## config.mk

```make
export PLATFORM = sky130hd
export DESIGN_NAME = cache_req_arbiter
export DESIGN_NICKNAME = d
export VERILOG_FILES = /design/src/rtl/cache_req_arbiter.sv
export SDC_FILE = /design/constraint.sdc
export NUM_CORES = 1
export LEC_CHECK = 0
export CORE_MARGIN = 2
export CORE_UTILIZATION = 34
export DETAILED_ROUTE_END_ITERATION = 8
export HOLD_SLACK_MARGIN = 0.05
export PLACE_DENSITY = 0.88
export SYNTH_ARGS = -nofsm -noshare
export SYNTH_HDL_FRONTEND = slang
export SYNTH_SLANG_ARGS = --single-unit
```

## constraint.sdc

```tcl
create_clock -name aclk_i -period 3.4 [get_ports aclk_i]
set_input_delay 0.51 -clock aclk_i [delete_from_list [all_inputs] [get_ports aclk_i]]
set_output_delay 0.51 -clock aclk_i [all_outputs]
set_load 0.03 [all_outputs]
```

## src/rtl/cache_req_arbiter.sv

```systemverilog
// Round-robin arbiter funnelling packed requester transactions into one registered cache port,
// with an in-order tag FIFO that steers read data back to the requester that issued the read.
module cache_req_arbiter #(
    parameter int REQ_NUM    = 4,
    parameter int TXN_WIDTH  = 16,
    parameter int MODE_BIT   = 0,
    parameter int DATA_WIDTH = 32,
    parameter int RSP_DEPTH  = 4,
    localparam int REQ_ID_W  = $clog2(REQ_NUM),
    localparam int PTR_W     = $clog2(RSP_DEPTH),
    localparam int CNT_W     = $clog2(RSP_DEPTH) + 1
) (
    input  logic                         aclk_i,
    input  logic                         rst_i,
    input  logic [REQ_NUM-1:0]           req_valid_i,
    input  logic [REQ_NUM*TXN_WIDTH-1:0] req_data_i,
    output logic [REQ_NUM-1:0]           req_ready_o,
    output logic                         cache_valid_o,
    output logic [TXN_WIDTH-1:0]         cache_data_o,
    input  logic                         cache_ready_i,
    input  logic                         cache_rvalid_i,
    input  logic [DATA_WIDTH-1:0]        cache_rdata_i,
    output logic                         cache_rready_o,
    output logic [REQ_NUM-1:0]           rsp_valid_o,
    output logic [DATA_WIDTH-1:0]        rsp_data_o,
    input  logic [REQ_NUM-1:0]           rsp_ready_i,
    output logic                         err_o
);

    logic [REQ_ID_W-1:0] rr_ptr;
    logic [REQ_ID_W-1:0] grant;
    logic                grant_vld;
    logic [REQ_ID_W:0]   idx;
    logic [REQ_NUM-1:0]  eligible;
    logic [TXN_WIDTH-1:0] grant_txn;
    logic                loadable, accept, push, pop, have_tag;

    logic [REQ_ID_W-1:0] tag_mem [RSP_DEPTH];
    logic [PTR_W-1:0]    wr_ptr, rd_ptr;
    logic [CNT_W-1:0]    outstanding;
    logic [REQ_ID_W-1:0] head;

    // Writes never consume a tag, so only reads are gated by the outstanding limit.
    for (genvar k = 0; k < REQ_NUM; k++) begin : g_elig
        assign eligible[k] = req_valid_i[k] &&
                             (req_data_i[k*TXN_WIDTH+MODE_BIT] || outstanding < CNT_W'(RSP_DEPTH));
    end

    // Descending scan so the entry closest to rr_ptr is the last one assigned.
    always_comb begin
        grant_vld = 1'b0;
        grant     = '0;
        idx       = '0;
        for (int i = REQ_NUM - 1; i >= 0; i--) begin
            idx = {1'b0, rr_ptr} + (REQ_ID_W+1)'(i);
            if (idx >= (REQ_ID_W+1)'(REQ_NUM))
                idx = idx - (REQ_ID_W+1)'(REQ_NUM);
            if (eligible[idx[REQ_ID_W-1:0]]) begin
                grant_vld = 1'b1;
                grant     = idx[REQ_ID_W-1:0];
            end
        end
    end

    assign loadable    = !cache_valid_o || cache_ready_i;
    assign req_ready_o = (grant_vld && loadable && !rst_i) ? (REQ_NUM'(1) << grant) : '0;
    assign accept      = |req_ready_o;
    assign grant_txn   = req_data_i[grant*TXN_WIDTH +: TXN_WIDTH];
    assign push        = accept && !grant_txn[MODE_BIT];

    assign head           = tag_mem[rd_ptr];
    assign have_tag       = outstanding != '0;
    assign rsp_data_o     = cache_rdata_i;
    assign rsp_valid_o    = (cache_rvalid_i && have_tag) ? (REQ_NUM'(1) << head) : '0;
    // With no read outstanding, stray data is drained so the cache cannot stall on it.
    assign cache_rready_o = have_tag ? rsp_ready_i[head] : 1'b1;
    assign pop            = cache_rvalid_i && have_tag && rsp_ready_i[head];

    always_ff @(posedge aclk_i) begin
        if (rst_i) begin
            cache_valid_o <= 1'b0;
            cache_data_o  <= '0;
            rr_ptr        <= '0;
            wr_ptr        <= '0;
            rd_ptr        <= '0;
            outstanding   <= '0;
            err_o         <= 1'b0;
        end else begin
            if (loadable) begin
                cache_valid_o <= accept;
                if (accept)
                    cache_data_o <= grant_txn;
            end
            if (accept)
                rr_ptr <= (grant == REQ_ID_W'(REQ_NUM - 1)) ? '0 : grant + 1'b1;
            if (push) begin
                tag_mem[wr_ptr] <= grant;
                wr_ptr          <= wr_ptr + 1'b1;
            end
            if (pop)
                rd_ptr <= rd_ptr + 1'b1;
            case ({push, pop})
                2'b10:   outstanding <= outstanding + 1'b1;
                2'b01:   outstanding <= outstanding - 1'b1;
                default: outstanding <= outstanding;
            endcase
            if (cache_rvalid_i && !have_tag)
                err_o <= 1'b1;
        end
    end

endmodule
```

After elaboration in Yosys (flattened, before gate mapping)
Memory sizes are Yosys's and may differ from the RTL's. A register that Yosys moved wholly into a read port is not among the register bits.
Index checks and enable logic that the tools add are counted.
{"block": "totals", "ramBits": 8, "romBits": 0, "latch_bits": 0, "register_bits": 27, "input_bits": 108, "out_inout_bits": 59, "word_cells": 91, "n_memories": 1}
{"memory": "tag_mem", "words": 4, "width": 2, "read_ports": 1, "rd_ports_with_merged_regs": 1, "wr": 1, "line": "38", "text": "logic [REQ_ID_W-1:0] tag_mem [RSP_DEPTH];"}
{"block": "classes", "n_lt_le_gt_ge": 10, "muxes": 32, "n_addsub": 12, "reduce_logical": 23, "n_eq_ne": 3, "n_bitwise": 0, "multipliers": 0, "n_div": 0, "shifts": 3}
{"operator": "64-bit by 7-bit indexed part select with 16-bit output", "count": 1}
{"operator": "2-bit 2-to-1 mux", "count": 11}
{"operator": "2-bit by 3-bit < comparator with 1-bit output, second input constant", "count": 5}
{"operator": "1-bit 2-to-1 mux", "count": 13}
{"operator": "1-bit binary-select mux with 2-bit select", "count": 5}
{"operator": "1-bit logical AND", "count": 10}
{"operator": "3-bit >= comparator, second input constant", "count": 3}
{"operator": "4-bit 2-to-1 mux", "count": 2}
{"operator": "1-bit by 2-bit << shifter with 4-bit output, first input constant", "count": 2}
{"operator": "2-bit by 1-bit subtractor with 2-bit output, second input constant", "count": 4}
{"operator": "2-bit by 1-bit adder with 2-bit output, second input constant", "count": 3}
{"operator": "2-bit by 2-bit adder with 3-bit output, second input constant", "count": 2}
{"operator": "3-bit one-hot mux with 2 select lines", "count": 1}
{"operator": "1-bit logical OR", "count": 5}
{"operator": "2-bit == test, second input constant", "count": 2}
{"operator": "1-bit logical NOT", "count": 4}
{"operator": "4-bit OR reduction", "count": 1}
{"operator": "2-bit by 1-bit adder with 3-bit output, second input constant", "count": 1}
{"operator": "3-bit by 1-bit adder with 3-bit output, second input constant", "count": 1}
{"operator": "2-bit by 3-bit >= comparator with 1-bit output, second input constant", "count": 1}
{"operator": "3-bit < comparator, second input constant", "count": 1}
{"operator": "3-bit nonzero test", "count": 1}
{"operator": "3-bit by 1-bit subtractor with 3-bit output, second input constant", "count": 1}
{"operator": "2-bit by 1-bit == test with 1-bit output, second input constant", "count": 1}
{"operator": "other kinds (2)", "count": 2}

Depth between registers and ports, before layout
Gate-level depths: netlist of run 1.
{"block": "logic_depth", "ltp_word": 17, "depth_mapped": 16, "ltp_nobuf": 15}

Worst setup path after synthesis of run 1
No wires, ideal clock.
{"block": "synth_timing", "path_kind": "input to register", "start": "in req_data_i[32]", "end": "reg outstanding[2]", "stages": 15, "slack_ns": -0.002, "arrival_time_ns": 3.332, "setup_ns": 0.070, "required_time_ns": 3.330, "path_buffers": 0, "path_cell_list": "nand2b_2 -> and2_1 -> and3_4 -> o32ai_4 -> inv_1 -> ha_1 -> nor2_2 -> a21oi_2 -> o31ai_4 -> ha_1 -> inv_1 -> fa_1 -> xor2_1 -> or3_1 -> a21oi_1"}
{"block": "synth_between", "elab_chain_len": 15, "elab_cells_between_ends": 30, "classes_between": "eq/ne (2); shift (2); mux (18); reduce/logical (8)"}
{"element": "from (decl)", "line": "16", "text": "input logic [REQ_NUM*TXN_WIDTH-1:0] req_data_i,"}
{"element": "branches (longest 12 deep; another with 64-bit by 7-bit indexed part select with 16-bit output)"}
{"element": "1-bit logical AND *", "line": "69", "text": "assign push = accept && !grant_txn[MODE_BIT];"}
{"element": "2-bit by 1-bit == test with 1-bit output or 2-bit == test (tied branches)", "line": "102", "text": "case ({push, pop})"}
{"element": "3-bit one-hot mux with 2 select lines or 2-bit nonzero test (tied branches)"}
{"element": "to (signal assigned)", "line": "103", "text": "2'b10: outstanding <= outstanding + 1'b1;"}
{"element": "to (signal assigned)", "line": "104", "text": "2'b01: outstanding <= outstanding - 1'b1;"}
{"element": "to (signal assigned)", "line": "105", "text": "default: outstanding <= outstanding;"}
{"element": "to (decl)", "line": "40", "text": "logic [CNT_W-1:0] outstanding;"}
Every way passes the cells marked *. The select of a mux whose other input is x is not followed.
A chain may end at the register's enable or synchronous reset.

Final worst setup path of run 1
{"block": "layout_timing", "start": "reg outstanding[2]", "end": "reg outstanding[2]"}
{"block": "layout_between", "elab_chain_len": 16, "elab_cells_between_ends": 42, "classes_between": "add/sub (2); order compare (1); eq/ne (2); shift (2); mux (18); reduce/logical (17)"}
{"element": "branches (longest 16 deep; another with 3-bit < comparator)"}
Several ways; the timed one is not identified. The select of a mux whose other input is x is not followed.

==> flow_summary_export.csv, run 1 <==
group,metric,value,unit
sta,fin_crit,3210,ps
place,port_buffers,102,
power_and_ir_drop,ir_worst_vdd,200,µV
power_and_ir_drop,internal-power,0.00114,W
clock_network,clk_latency,300,ps
critical_path,worstSetupEndpointType,"register",
route,ant_nets,0,
die,num_rows,32,
final_layout,area_growth,53.6,%
clock_network,clock_sinks,37,
place,placedCellCount,506,
clock_network,cts_htree_levels,2,
final_layout,final_area,4120,µm²
die,dieArea,8610,µm²
final_layout,fin_cells,518,
grt,grt_max_degree,38,
run,drv_cap,0,
synth,synth_ff_type,"dfxtp_1",
synth,synth_cell_type_count,50,
power_and_ir_drop,pwr-share-comb,0.463,
sta,finalClockSkew,5.96,ps
clock_network,clk_path_buf_depth,2,
grt,grt_pass1_vias,2603,
sta,finalMaxSlewViolations,0,
outcome,status,"completed",
route,wl,7.54,mm
power_and_ir_drop,power_frac_seq,0.316,
critical_path,worstPathArrival,3430,ps
synth,synth_seq_area_share,0.306,
die,die_y,92.8,µm
die,num_io_pins,167,
power_and_ir_drop,p_sw,0.000627,W
critical_path,worstSetupStartpointType,"register",
clock_network,cts_tree,"yes",
sta,slew_headroom,0.707,
synth,syn_area,2680,µm²
power_and_ir_drop,p_per_area,428,nW/µm²
place,gp_congestion,0.897,
route,post_drt_wl_per_cell,14.6,µm
clock_network,numCtsBuffers,5,
final_layout,drive_gt1_frac,0.262,
synth,ys_warn_count,0,
place,dp_hpwl,5.81,mm
die,die_w,92.8,µm
synth,postSynthNetCount,427,
power_and_ir_drop,swShare,0.356,
synth,syn_inst,312,
sta,setup_violations,0,
synth,post_synth.cell_area_avg,8.59,µm²
sta,hold_viol,0,
synth,synth_edf_count,8,
power_and_ir_drop,finalPower,0.00176,W
die,start_util,0.349,
sta,worst_pin_slew,440,ps
grt,grt.overflow.total,0,
sta,fmax,311,MHz
critical_path,rrSetupSlack,190,ps
critical_path,path_max_fanout,6,
route,first_pass_iters,4,
critical_path,path_class,"register to register",
route,drcViolationCount,0,
critical_path,required,3620,ps
grt,antenna_found_initial,0,
grt,grt_first_pass_wirelength,12.0,mm
grt,track_usage,0.174,
route,drt_first_iter_violations,83,
synth,ys_ff_latch,37,
place,placed_area,3810,µm²
sta,period_share,0.945,
route,vias,2592,
final_layout,nets,530,
clock_network,clockRootBuffer,"clkbuf_8",
die,core_area,7690,µm²
final_layout,diodes,0,
power_and_ir_drop,power_frac_clock,0.221,
hold_path,hold_class,"register to register",
route,viasPerCell,5.00,
clock_network,clk_pin_slew,80,ps
synth,postSynth.asyncResetShare,0,
power_and_ir_drop,total_leakage_power,1.62,nW
through the flow:
step | TNS [ps] | setup WS, ps | hold slack [ps] | util
floorplan | 0 | 40.4 | 469 | -
global placement | -383 | -243 | 442 | 0.496
detailed placement | -575 | -386 | 450 | 0.496
CTS | 0 | 12.5 | 462 | 0.515
global route | -5.78 | -5.78 | 478 | 0.536
finish | 0 | 187 | 459 | 0.536
state kept, by name, summed over array words and instances, names as in the netlist, named ones only:
| signal | count |
|---|---|
| tag_mem | 8 |
| rr_ptr | 2 |
| wr_ptr | 2 |
| cache_data_o | 16 |
| rd_ptr | 2 |
| outstanding | 3 |
| err_o | 1 |
| cache_valid_o | 1 |
worst max-delay path, stage by stage, from the launching register on:
cell,delay (ps)
dfxtp_4,430
nor2b_1,230
buf_4,170
nor2_1,60
o211ai_1,270
a41oi_2,170
a21oi_2,140
nor2_2,70
o31ai_4,270
ha_2,240
inv_2,50
fa_2,400
xor2_2,160
or3_1,360
a21oi_1,140
cells by family after synthesis:
logic type / synth area share
multiplexers: 0.161
adder cells (fa/ha/maj): 0.0355
buffers and inverters: 0.137
XOR/XNOR: 0.0131
flip-flops: 0.306
AO/OA/AOI/OAI: 0.180
AND/OR/NAND/NOR: 0.168
synthesized netlist by cell type, types with 6 or more instances:
master     n  area [µm²]
nand2b_1   9        56.3
ha_1       6        75.1
inv_1     16        60.1
edfxtp_1   8         240
o211ai_1  17         128
nand2_1   40         150
buf_2      6        30.0
nor2_1    23        86.3
clkbuf_1   8        30.0
mux2i_1   16         160
mux2_2    17         191
a21oi_1   25         125
buf_4     32         240
dfxtp_1   29         581
repair_timing:
action / CTS / global route
hold buffers: 0 / 0
endpoints found under the setup margin: 1 / 2
resized for setup: 4 / 38
buffers inserted: 3 / 1
pin swaps: 2 / 12
placed cells by master, fill, tap and decap left out, types with 8 or more instances in the layout:
| cell | synthesis | final |
|---|---|---|
| a21oi_1 | 25 | 23 |
| buf_4 | 32 | 44 |
| nor2_1 | 23 | 20 |
| nand2_1 | 40 | 39 |
| mux2_2 | 17 | 17 |
| clkdlybuf4s50_1 | 0 | 90 |
| dlymetal6s2s_1 | 0 | 8 |
| inv_1 | 16 | 14 |
| dfxtp_1 | 29 | 28 |
| mux2i_1 | 16 | 16 |
| edfxtp_1 | 8 | 8 |
| o211ai_1 | 17 | 17 |
cell type report:
cell class,count,area [µm²]
fill,682,3570
multi-input combinational,211,1640
timing repair buffer,143,1340
sequential,37,825
tap,102,128
clock buffer,5,68.8
inverter,17,63.8
clock inverter,3,46.3
path summary, 6_finish.rpt:
check | from | to | cells after the start
max | outstanding[2] | outstanding[2] | 14
min | cache_data_o[2] | cache_data_o[2] | 2
max reg2reg | outstanding[2] | outstanding[2] | 14
min reg2reg | cache_data_o[2] | cache_data_o[2] | 2
power groups by stage:
stage / clock, W / combinational, W / sequential [W]
final: 0.000389 / 0.000817 / 0.000557
after floorplan: 0 / 0.000476 / 0.000609
after global routing: 0.000417 / 0.000888 / 0.000564
after global placement: 0 / 0.000748 / 0.000562
after CTS: 0.000403 / 0.000782 / 0.000555
after detailed placement: 0 / 0.000767 / 0.000565
routing by layer:
metal	vias up	track usage	wire [µm]
li1	1275	-	-
met1	1185	0.193	2950
met2	112	0.313	3830
met3	20	0.0537	632
met4	0	0.0588	128
met5	-	0	0
No activity file was read; power rests on OpenSTA's default activity.
==> run 2, diff against run 1 <==
- ABC_AREA: default -> 1
- CORE_UTILIZATION: 34 -> 35
- PLACE_DENSITY: 0.88 -> 0.89
==> flow_summary_export.csv, run 2 <==
group,metric,value,unit
outcome,status,"completed",
synth,postSynthNetCount,541,
route,met1Wirelength,2.86,mm
route,dr.max_layer_used,"met4",
synth,synth_fa_ha_area_frac,0.0337,
sta,fin_crit,3180,ps
run,drv_cap,0,
final_layout,fin_cells,602,
critical_path,worstSetupEndpointType,"register",
route,vias,2790,
synth,muxShareOfSynthArea,0,
hold_path,whs_endpoint,"err_o",
critical_path,r2r-end,"outstanding[2]",
critical_path,worstSetupStartpointType,"input port",
final_layout,diodes,0,
clock_network,clock_sinks,37,
synth,post_synth.cell_area_avg,6.63,µm²
grt,grt_max_degree,36,
place,gp_congestion,0.811,
critical_path,required,3580,ps
route,route.met2.wl,3.58,mm
synth,synth_cell_type_count,31,
critical_path,path_class,"input port to register",
die,num_rows,32,
power_and_ir_drop,finalPower,0.00396,W
synth,synth_compound_area_frac,0.0864,
route,viasPerCell,4.63,
route,post_drt_wl_per_cell,11.6,µm
hold_path,hold_start,"err_o",
hold_path,hold_class,"register to register",
critical_path,worstPathArrival,3360,ps
synth,synth_top_area_frac,0.206,
route,wl,6.99,mm
hold_path,hold-path-cell-count,2,
place,placed_area,3720,µm²
critical_path,reg2reg_from,"rr_ptr[0]",
place,dp_hpwl,5.62,mm
final_layout,drive_gt1_frac,0.0920,
sta,hold_viol,0,
critical_path,path_max_fanout,4,
route,drcViolationCount,0,
sta,rsz0062_at_grt,"false",
critical_path,rrSetupSlack,260,ps
sta,worst_pin_slew,490,ps
synth,ys_warn_count,0,
route,drt_first_iter_violations,71,
sta,fmax,314,MHz
final_layout,final_area,3850,µm²
clock_network,numCtsBuffers,5,
critical_path,worst-r2r-cell-count,20,
clock_network,post_cts_buffers,0,
clock_network,clk_latency,290,ps
synth,synth-simple-area-share,0.373,
synth,synth_ff_type,"dfxtp_1",
final_layout,largest_registers,"cache_data_o (16), tag_mem (8), outstanding (3)",
synth,ys_ff_latch,37,
final_layout,area_growth,36.4,%
clock_network,cts_tree,"yes",
synth,yosysMostFrequentCell,"nand2_1",
synth,syn_area,2820,µm²
clock_network,cts_htree_levels,2,
final_layout,nets,614,
die,dieArea,8800,µm²
final_layout,layout_common_cells,"nand2_1 (123), clkdlybuf4s50_1 (98), inv_1 (63)",
die,die_w,93.8,µm
sta,slew_headroom,0.673,
final_layout,largest_reg_flops,16,
power_and_ir_drop,total_leakage_power,1.85,nW
synth,synth_top_family_by_area,"simple AND/OR/NAND/NOR gates",
sta,setup_violations,0,
grt,grt.overflow.total,0,
synth,synth_xor_area_frac,0.00576,
synth,synthTopCellsByCount,"nand2_1 (123), inv_1 (63), nand3_1 (56)",
die,start_util,0.363,
route,first_pass_iters,4,
sta,period_share,0.937,
die,die_y,93.8,µm
clock_network,clk_path_buf_depth,2,
grt,track_usage,0.160,
power_and_ir_drop,ir_worst_vdd,433,µV
synth,syn_inst,426,
final_layout,largest_register,"cache_data_o",
grt,grt_first_pass_wirelength,11.5,mm
synth,synth_largest_area_cell,"dfxtp_1",
clock_network,clockRootBuffer,"clkbuf_8",
synth,netlist_top_cells_area,"dfxtp_1 (21%), nand2_1 (16%), nand3_1 (9.9%)",
sta,finalClockSkew,8.44,ps
synth,synth_edf_count,8,
sta,worst_hold_slack,456,ps
route,wl_met3,470,µm
place,placedCellCount,594,
synth,synth_seq_area_share,0.291,
power_and_ir_drop,p_per_area,1030,nW/µm²
synth,postSynth.asyncResetShare,0,
clock_network,clk_pin_slew,80,ps
grt,antenna_found_initial,0,
final_layout,final_common_cell,"nand2_1",
place,port_buffers,102,
grt,grt_pass1_vias,2612,
route,ant_nets,0,
die,num_io_pins,167,
die,core_area,7770,µm²
sta,finalMaxSlewViolations,0,
-- run 2: worst max path at each step --
| stage | start | end | slack [ps] |
|---|---|---|---|
| finish | req_data_i[16] | outstanding[2] | 220 |
| global placement | req_data_i[16] | outstanding[2] | 30 |
| CTS | req_data_i[16] | req_ready_o[3] | 4 |
| global route | req_data_i[48] | outstanding[2] | 20 |
| detailed placement | req_data_i[16] | outstanding[2] | -90 |
| floorplan | req_data_i[32] | outstanding[2] | 480 |
-- run 2: cells by family after synthesis --
group	after synthesis
AND/OR/NAND/NOR	229
buffers and inverters	115
AO/OA/AOI/OAI	37
flip-flops	37
adder cells (fa/ha/maj)	7
XOR/XNOR	1
-- run 2: layout make-up --
class | count | area [µm²]
Fill cell | 770 | 3920
Inverter | 68 | 258
Timing Repair Buffer | 113 | 1120
Clock buffer | 6 | 82.6
Clock inverter | 2 | 37.5
Tap cell | 102 | 128
Sequential cell | 37 | 821
Multi-Input combinational cell | 274 | 1410
-- run 2: metrics by stage --
| stage | worst slack [ps] | utilization | setup TNS [ps] |
|---|---|---|---|
| floorplan | 480 | - | 0 |
| global placement | 33.1 | 0.480 | 0 |
| detailed placement | -89.0 | 0.480 | -89.0 |
| CTS | 4.48 | 0.495 | 0 |
| global route | 16.7 | 0.496 | 0 |
| finish | 216 | 0.496 | 0 |
-- run 2: where the power goes --
| group | leakage, nW | switching, W | internal [W] | total (W) |
|---|---|---|---|---|
| combinational | 1.48 | 0.00173 | 0.00111 | 0.00283 |
| sequential | 0.313 | 0.0000995 | 0.000629 | 0.000728 |
| clock | 0.0574 | 0.000156 | 0.000238 | 0.000394 |
| total | 1.85 | 0.00198 | 0.00197 | 0.00396 |
-- run 2: routing by layer --
layer,up-vias,track usage
met5,-,0
met4,0,0.0447
met3,17,0.0385
met2,83,0.290
met1,1243,0.185
li1,1447,-
-- run 2: critical path, stage by stage --
cell	delay, ps
clkdlybuf4s50_1	420
inv_1	80
nand2_1	60
nand3_1	90
nand2_1	120
nand2_1	100
nand2_1	60
inv_2	80
nand2_1	80
nand3_2	70
nand2_1	60
ha_1	240
o21ai_4	190
nand2_4	70
nand3_4	80
ha_1	140
inv_1	60
fa_1	370
a21oi_1	150
o21ai_0	110
o21ai_0	160
a21oi_1	60
-- run 2: what timing repair did --
| item | CTS | global route |
|---|---|---|
| resized for setup | 0 | 2 |
| hold buffers | 0 | 0 |
| endpoints found under the setup margin | 0 | 2 |
